$ cat config.mk
export PLATFORM = sky130hd
export DESIGN_NAME = hub75e_scan_scheduler
export DESIGN_NICKNAME = d
export VERILOG_FILES = /design/src/rtl/hub75e_sched_pkg.sv /design/src/rtl/hub75e_column_shifter.sv /design/src/rtl/hub75e_scan_scheduler.sv
export SDC_FILE = /design/constraint.sdc
export NUM_CORES = 1
export LEC_CHECK = 0
export ABC_CLOCK_PERIOD_IN_PS = 5860
export CORE_AREA = 4 4 86 88
export DETAILED_ROUTE_END_ITERATION = 8
export DIE_AREA = 0 0 90 92
export PLACE_DENSITY = 0.68
export SYNTH_ARGS = -nofsm -noshare
export SYNTH_HDL_FRONTEND = slang
export SYNTH_SLANG_ARGS = --single-unit
$ cat constraint.sdc
create_clock -name clk -period 5.86 [get_ports clk]
set_input_delay 1.172 -clock clk [delete_from_list [all_inputs] [get_ports clk]]
set_output_delay 1.172 -clock clk [all_outputs]
set_load 0.005 [all_outputs]
$ cat src/rtl/hub75e_sched_pkg.sv
// hub75e_sched_pkg: shared engine states and timing constants for the HUB75E scan scheduler
// HUB75E_GHOST_GUARD_EN: lengthens blanking to 4 clocks and moves the address update into it.
package hub75e_sched_pkg;
  typedef enum logic [1:0] {SH_IDLE, SH_RUN, SH_DONE} sh_state_e;
  typedef enum logic [1:0] {OUT_IDLE, OUT_BLANK, OUT_LATCH, OUT_ON} out_state_e;
  localparam int PHASES_PER_COL = 4;
  localparam int LATCH_CYCLES = 2;
`ifdef HUB75E_GHOST_GUARD_EN
  localparam int BLANK_CYCLES = 4;
  localparam int ADDR_BLANK_CNT = 1;
`else
  localparam int BLANK_CYCLES = 1;
  localparam int ADDR_BLANK_CNT = 0;
`endif
endpackage

$ cat src/rtl/hub75e_column_shifter.sv
// hub75e_column_shifter: serialises one line (upper and lower half) of one bit-plane, 4 clocks per column
// Ports: start/row_in/plane_in launch a line; x/y fetch pixels; r1..b2/ck shift them out;
// done is high from the last shift clock on; idle until the first start; row/plane are the latched line.
module hub75e_column_shifter
  import hub75e_sched_pkg::*;
#(
  parameter int screen_width = 64,
  parameter int screen_height = 64,
  parameter int w_color = 1,
  parameter int w_x = $clog2(screen_width),
  parameter int w_y = $clog2(screen_height),
  parameter int w_r = w_y - 1,
  parameter int w_p = (w_color > 1) ? $clog2(w_color) : 1
) (
  input  logic               clk,
  input  logic               rst_n,
  input  logic               start,
  input  logic [w_r-1:0]     row_in,
  input  logic [w_p-1:0]     plane_in,
  input  logic [w_color-1:0] red,
  input  logic [w_color-1:0] green,
  input  logic [w_color-1:0] blue,
  output logic [w_x-1:0]     x,
  output logic [w_y-1:0]     y,
  output logic               r1,
  output logic               g1,
  output logic               b1,
  output logic               r2,
  output logic               g2,
  output logic               b2,
  output logic               ck,
  output logic               done,
  output logic               idle,
  output logic [w_r-1:0]     row,
  output logic [w_p-1:0]     plane
);
  localparam int W_C = $clog2(screen_width * PHASES_PER_COL);
  localparam int LAST = screen_width * PHASES_PER_COL - 1;
  localparam int ROWS = screen_height / 2;
  sh_state_e state_q, state_d;
  logic [W_C-1:0] cnt_q, cnt_d;
  logic [w_r-1:0] row_q, row_d;
  logic [w_p-1:0] plane_q, plane_d;
  logic [w_x-1:0] x_q, x_d;
  logic [w_y-1:0] y_q, y_d;
  logic [2:0] top_q, top_d, pix;
  logic [5:0] dat_q, dat_d;
  logic ck_q, ck_d, run_d;
  logic [1:0] ph_d;
  logic [w_color-1:0] sel;
  // outputs are registered from the next phase so x/y appear in the phase they belong to
  always_comb begin
    state_d = state_q;
    cnt_d = cnt_q;
    row_d = row_q;
    plane_d = plane_q;
    if (state_q == SH_RUN) begin
      cnt_d = cnt_q + 1'b1;
      if (cnt_q == W_C'(LAST)) state_d = SH_DONE;
    end else if (start) begin
      state_d = SH_RUN;
      cnt_d = '0;
      row_d = row_in;
      plane_d = plane_in;
    end
    run_d = state_d == SH_RUN;
    ph_d = cnt_d[1:0];
    sel = w_color'(1) << plane_q;
    pix = {|(red & sel), |(green & sel), |(blue & sel)};
    x_d = (run_d && ph_d == 2'd0) ? cnt_d[W_C-1:2] : x_q;
    y_d = !run_d ? y_q : (ph_d == 2'd0) ? w_y'(row_d) : (ph_d == 2'd1) ? w_y'(row_d) + w_y'(ROWS) : y_q;
    top_d = (run_d && ph_d == 2'd1) ? pix : top_q;
    dat_d = (run_d && ph_d == 2'd2) ? {top_q, pix} : dat_q;
    ck_d = run_d && ph_d == 2'd3;
  end
  always_ff @(posedge clk or negedge rst_n) begin
    if (!rst_n) begin
      state_q <= SH_IDLE;
      cnt_q <= '0;
      row_q <= '0;
      plane_q <= '0;
      x_q <= '0;
      y_q <= '0;
      top_q <= '0;
      dat_q <= '0;
      ck_q <= 1'b0;
    end else begin
      state_q <= state_d;
      cnt_q <= cnt_d;
      row_q <= row_d;
      plane_q <= plane_d;
      x_q <= x_d;
      y_q <= y_d;
      top_q <= top_d;
      dat_q <= dat_d;
      ck_q <= ck_d;
    end
  end
  // done already on the last shift clock so blanking can start on the same edge the line ends
  assign done = (state_q == SH_RUN && cnt_q == W_C'(LAST)) || state_q == SH_DONE;
  assign idle = state_q == SH_IDLE;
  assign x = x_q;
  assign y = y_q;
  assign {r1, g1, b1, r2, g2, b2} = dat_q;
  assign ck = ck_q;
  assign row = row_q;
  assign plane = plane_q;
endmodule

$ cat src/rtl/hub75e_scan_scheduler.sv
// hub75e_scan_scheduler: HUB75E 1/32-scan panel sequencer with BCM planes and overlapped line shifting
// Ports: x/y request pixels, red/green/blue answer combinationally; r1..b2/ck shift data;
// a..e row address, st latch, oe active-low enable, frame_start pulses on row 0 plane 0 display.
// HUB75E_GHOST_GUARD_EN: 4-clock blanking with the address updated mid-blank.
module hub75e_scan_scheduler
  import hub75e_sched_pkg::*;
#(
  parameter int screen_width = 64,
  parameter int screen_height = 64,
  parameter int w_color = 1,
  parameter int base_on_cycles = 256,
  parameter int w_x = $clog2(screen_width),
  parameter int w_y = $clog2(screen_height)
) (
  input  logic               clk,
  input  logic               rst_n,
  output logic [w_x-1:0]     x,
  output logic [w_y-1:0]     y,
  input  logic [w_color-1:0] red,
  input  logic [w_color-1:0] green,
  input  logic [w_color-1:0] blue,
  output logic               r1,
  output logic               g1,
  output logic               b1,
  output logic               r2,
  output logic               g2,
  output logic               b2,
  output logic               a,
  output logic               b,
  output logic               c,
  output logic               d,
  output logic               e,
  output logic               ck,
  output logic               st,
  output logic               oe,
  output logic               frame_start
);
  localparam int W_R = w_y - 1;
  localparam int W_P = (w_color > 1) ? $clog2(w_color) : 1;
  localparam int ROWS = screen_height / 2;
  localparam int TW = $clog2((base_on_cycles << (w_color - 1)) + 1);
  out_state_e out_q, out_d;
  logic [1:0] cnt_q, cnt_d;
  logic [TW-1:0] tmr_q, tmr_d;
  logic [4:0] addr_q, addr_d;
  logic [W_P-1:0] dplane_q, dplane_d, pplane_q, pplane_d, sh_plane;
  logic [W_R-1:0] prow_q, prow_d, sh_row;
  logic st_q, st_d, oe_q, oe_d, fs_q, fs_d, start, sh_done, sh_idle;
  // prow/pplane point at the next line to shift; addr/dplane describe the line being displayed
  always_comb begin
    out_d = out_q;
    cnt_d = cnt_q + 1'b1;
    tmr_d = (tmr_q != '0) ? tmr_q - 1'b1 : tmr_q;
    addr_d = addr_q;
    dplane_d = dplane_q;
    start = 1'b0;
    fs_d = 1'b0;
    if (out_q == OUT_IDLE) begin
      start = sh_idle;
      cnt_d = '0;
      if (sh_done) out_d = OUT_BLANK;
    end else if (out_q == OUT_BLANK) begin
      if (cnt_q == 2'(ADDR_BLANK_CNT)) begin
        addr_d = 5'(sh_row);
        dplane_d = sh_plane;
      end
      if (cnt_q == 2'(BLANK_CYCLES - 1)) begin
        out_d = OUT_LATCH;
        cnt_d = '0;
      end
    end else if (out_q == OUT_LATCH) begin
      if (cnt_q == 2'(LATCH_CYCLES - 1)) begin
        out_d = OUT_ON;
        start = 1'b1;
        tmr_d = TW'(base_on_cycles) << dplane_q;
        fs_d = (addr_q == '0) && (dplane_q == '0);
      end
    end else if (tmr_q <= TW'(1) && sh_done) begin
      out_d = OUT_BLANK;
      cnt_d = '0;
    end
    prow_d = prow_q;
    pplane_d = pplane_q;
    if (start) begin
      pplane_d = (pplane_q == W_P'(w_color - 1)) ? '0 : pplane_q + 1'b1;
      prow_d = (pplane_q != W_P'(w_color - 1)) ? prow_q : (prow_q == W_R'(ROWS - 1)) ? '0 : prow_q + 1'b1;
    end
    st_d = out_d == OUT_LATCH;
    oe_d = !(out_d == OUT_ON && tmr_d != '0);
  end
  always_ff @(posedge clk or negedge rst_n) begin
    if (!rst_n) begin
      out_q <= OUT_IDLE;
      cnt_q <= '0;
      tmr_q <= '0;
      addr_q <= '0;
      dplane_q <= '0;
      pplane_q <= '0;
      prow_q <= '0;
      st_q <= 1'b0;
      oe_q <= 1'b1;
      fs_q <= 1'b0;
    end else begin
      out_q <= out_d;
      cnt_q <= cnt_d;
      tmr_q <= tmr_d;
      addr_q <= addr_d;
      dplane_q <= dplane_d;
      pplane_q <= pplane_d;
      prow_q <= prow_d;
      st_q <= st_d;
      oe_q <= oe_d;
      fs_q <= fs_d;
    end
  end
  hub75e_column_shifter #(
    .screen_width(screen_width),
    .screen_height(screen_height),
    .w_color(w_color),
    .w_x(w_x),
    .w_y(w_y),
    .w_r(W_R),
    .w_p(W_P)
  ) u_shift (
    .clk(clk),
    .rst_n(rst_n),
    .start(start),
    .row_in(prow_q),
    .plane_in(pplane_q),
    .red(red),
    .green(green),
    .blue(blue),
    .x(x),
    .y(y),
    .r1(r1),
    .g1(g1),
    .b1(b1),
    .r2(r2),
    .g2(g2),
    .b2(b2),
    .ck(ck),
    .done(sh_done),
    .idle(sh_idle),
    .row(sh_row),
    .plane(sh_plane)
  );
  assign {e, d, c, b, a} = addr_q;
  assign st = st_q;
  assign oe = oe_q;
  assign frame_start = fs_q;
endmodule

==> run summary <==
Max_slew headroom -> 47.57%
Most frequent cell after synthesis -> dfrtp_1
Vias per Instance -> 5.275
Avg Cell Area, Syn -> 11.46 um2
Crit path buf inv count -> 1
Global placer's final weighted congestion -> 0.7572
Max-slew violations -> 0
Core area -> 6644 um2
Root Driver -> clkbuf_8
Setup Fix Bufs, Post-CTS -> 0
Fin crit share -> 42.91%
Ranking of synthesized cells by area -> dfrtp_1 52%, mux2_2 11%, nand2_1 3.6%
Sequence of cells on the critical path -> clkdlybuf4s50_1
Final Skew -> 0.01013 ns
CP Data Required Time -> 4.69 ns
Worst Path Arrival -> 1.34 ns
Clock Latency Late Sink -> 0.35 ns
First DRT Iteration DRCs -> 125
Synth cell count leaders -> 62 x dfrtp_1, 28 x mux2_2, 28 x nand2_1
Post-DR wirelength/cell -> 14.01 um
Unrepaired setup endpoints after global routing -> false
Fmax -> 0.3977 GHz
Dominant cell type by area after synthesis -> dfrtp_1
Post-Syn Area -> 2958 um2
ANT cells -> 0
Die W -> 90 um
CP Class -> flop to output port
Pwr/cell area -> 228.6 nW/um2
Internal Power -> 603.0 uW
Cells after Synth -> 258
Setup_tns -> 0 ns
Initial antenna violation count -> 0
Clock Path Buffers -> 2
PortBufs -> 31
CTS Hold Buffers Added -> 0
Initial core utilization -> 44.52%
Clock sink total -> 63
HPWL after DPL -> 3687 um
TritonCTS clock tree -> done
Max Cap Viol -> 0
Routed Antenna Nets -> 0
TritonCTS Buffers -> 9
H-Tree Depth -> 3
Critical-path maximum fanout -> 1
Vias in the first global route -> 1879
Status -> complete, no violations
Worst Tran Pin Value -> 0.7865 ns
Vias -> 1994
Net Switching -> 195.7 uW
Clock Power Share -> 42.7%
Sequential-to-total area share from yosys stat -> 53.34%
Minimum setup slack after placement -> 3.582 ns
Sequential share of power -> 55.0%
Crit path max-delay family -> flip-flops
Post-CTS sizing -> 0
Hold Fails Final Rpt -> 0
WL final -> 5296 um
Share of cells above drive strength 1 -> 19.80%
Largest net degree at the start of global routing -> 64
Pleak -> 0.001597 uW
Post-Syn Nets -> 271
Min cycle time layout -> 2.514 ns
Hold Crit Class -> flop to flop
Row cnt -> 30
Comb pwr share -> 2.3%
Peak VDD IR -> 160.9 uV
Die Height -> 92 um
First-pass GRT wire length -> 9004 um
Endpoint type of the worst setup path -> output port
Slowest cell on crit path -> dfstp_2
Main synth FF type -> dfrtp_1
Pre-Repair DR Iteration Count -> 4
Synthesis Warnings -> 0
DRC -> 0
Ys async rst share -> 100.0%
Max incr delay on CP -> 0.52 ns
Final setup fails -> 0
Switching share of power -> 24.50%
Flop and latch count out of synthesis -> 63
# IOs -> 32
Top cell type's share of synthesized area -> 52.45%
Reg clk slew, reported paths -> 0.07 ns
Grt total ovfl -> 0
Post-synth EDFFs -> 0
Die area -> 8280 um2
Startpoint types -> flop
Fin nets -> 306
GRT Total Usage -> 13.80%
Worst setup margin -> 3.346 ns
Area delta synth->final -> 18.15%
Netlist cell types -> 46
power groups by stage:
stage / sequential, uW / combinational (uW) / clock (uW)
4_1_cts: 439 / 19.5 / 355
6_report: 439 / 18.5 / 341
3_3_place_gp: 448 / 19.1 / 0
2_1_floorplan: 448 / 2.74 / 0
5_1_grt: 439 / 21.4 / 373
3_5_place_dp: 448 / 19.3 / 0
state kept, by name, summed over array words and instances (netlist names):
name / flops
addr_q: 5
cnt_q: 2
frame_start: 1
oe: 1
out_q: 2
prow_q: 5
st: 1
tmr_q: 9
u_shift.ck: 1
u_shift.cnt_q: 8
u_shift.dat_q: 6
u_shift.row: 5
u_shift.state_q: 2
u_shift.top_q: 3
u_shift.x: 6
u_shift.y: 6
final cells by class:
| type | instances | area, um2 |
|---|---|---|
| inverter | 8 | 30.03 |
| tap | 80 | 100.1 |
| sequential | 63 | 1578 |
| clock inverter | 7 | 58.81 |
| timing repair buffer | 32 | 312.8 |
| clock buffer | 9 | 123.9 |
| fill | 580 | 3149 |
| multi-input combinational | 179 | 1291 |
path summary, 6_finish.rpt:
kind                                    start            to  slack, ns  cells past startpoint
setup / recovery                           oe            oe       3.35                      1
hold / removal                      addr_q[4]   frame_start       0.48                      1
setup reg to reg           u_shift.state_q[0]  u_shift.x[5]       3.61                      5
hold reg to reg                     addr_q[4]   frame_start       0.48                      1
max in group asynchronous               rst_n     addr_q[1]       4.35                      2
min in group asynchronous               rst_n      tmr_q[2]       0.98                      2
per-stage QoR:
| step | cell area [um2] | utilization (%) | instances | hold WS [ns] | total power (uW) |
|---|---|---|---|---|---|
| final | 3495 | 52.60 | 378 | 0.4765 | 798.8 |
| after global routing | 3495 | 52.60 | 378 | 0.4828 | 833.5 |
| after CTS | 3495 | 52.60 | 378 | 0.4756 | 814.0 |
| after detailed placement | 3312 | 49.85 | 362 | 0.4649 | 466.9 |
| after global placement | 3312 | 49.85 | 362 | 0.4585 | 466.8 |
| after floorplan | 2958 | - | 258 | 0.4483 | 450.5 |
kinds of logic (layout without fill, tap and decap cells):
kind of cell               count (synthesis)  after routing  synth area share, %
muxes                                     29             29                11.00
DFF                                       63             63                53.34
buffers and inverters                     16             56                3.004
AOI/OAI and AO/OA                         45             45                10.62
xor gates and xnor gates                   4              4                1.185
and+or+nand+nor                           93             93                17.47
adders and majority gates                  8              8                3.384
layer usage:
layer / vias to the layer above / global-route usage, % / share of wire (%)
met5: - / 0 / 0
met4: 0 / 7.270 / 1.8
met3: 7 / 5.086 / 5.9
met2: 45 / 18.92 / 42
met1: 947 / 18.92 / 50
li1: 995 / - / -
placed cells by master, fill, tap and decap left out, types with 4 or more instances in the layout:
master / count
mux2_2: 28
nand4_1: 7
and3_1: 4
a21oi_1: 10
clkdlybuf4s50_1: 30
o21ai_1: 4
nor2_1: 21
o31ai_1: 4
inv_1: 8
nand2_1: 28
nand3_1: 8
o21ai_0: 12
clkbuf_8: 9
clkinv_4: 4
dfrtp_1: 62
nor3_1: 6
ha_1: 8
Note: power is estimated with default switching activity, not from simulation.
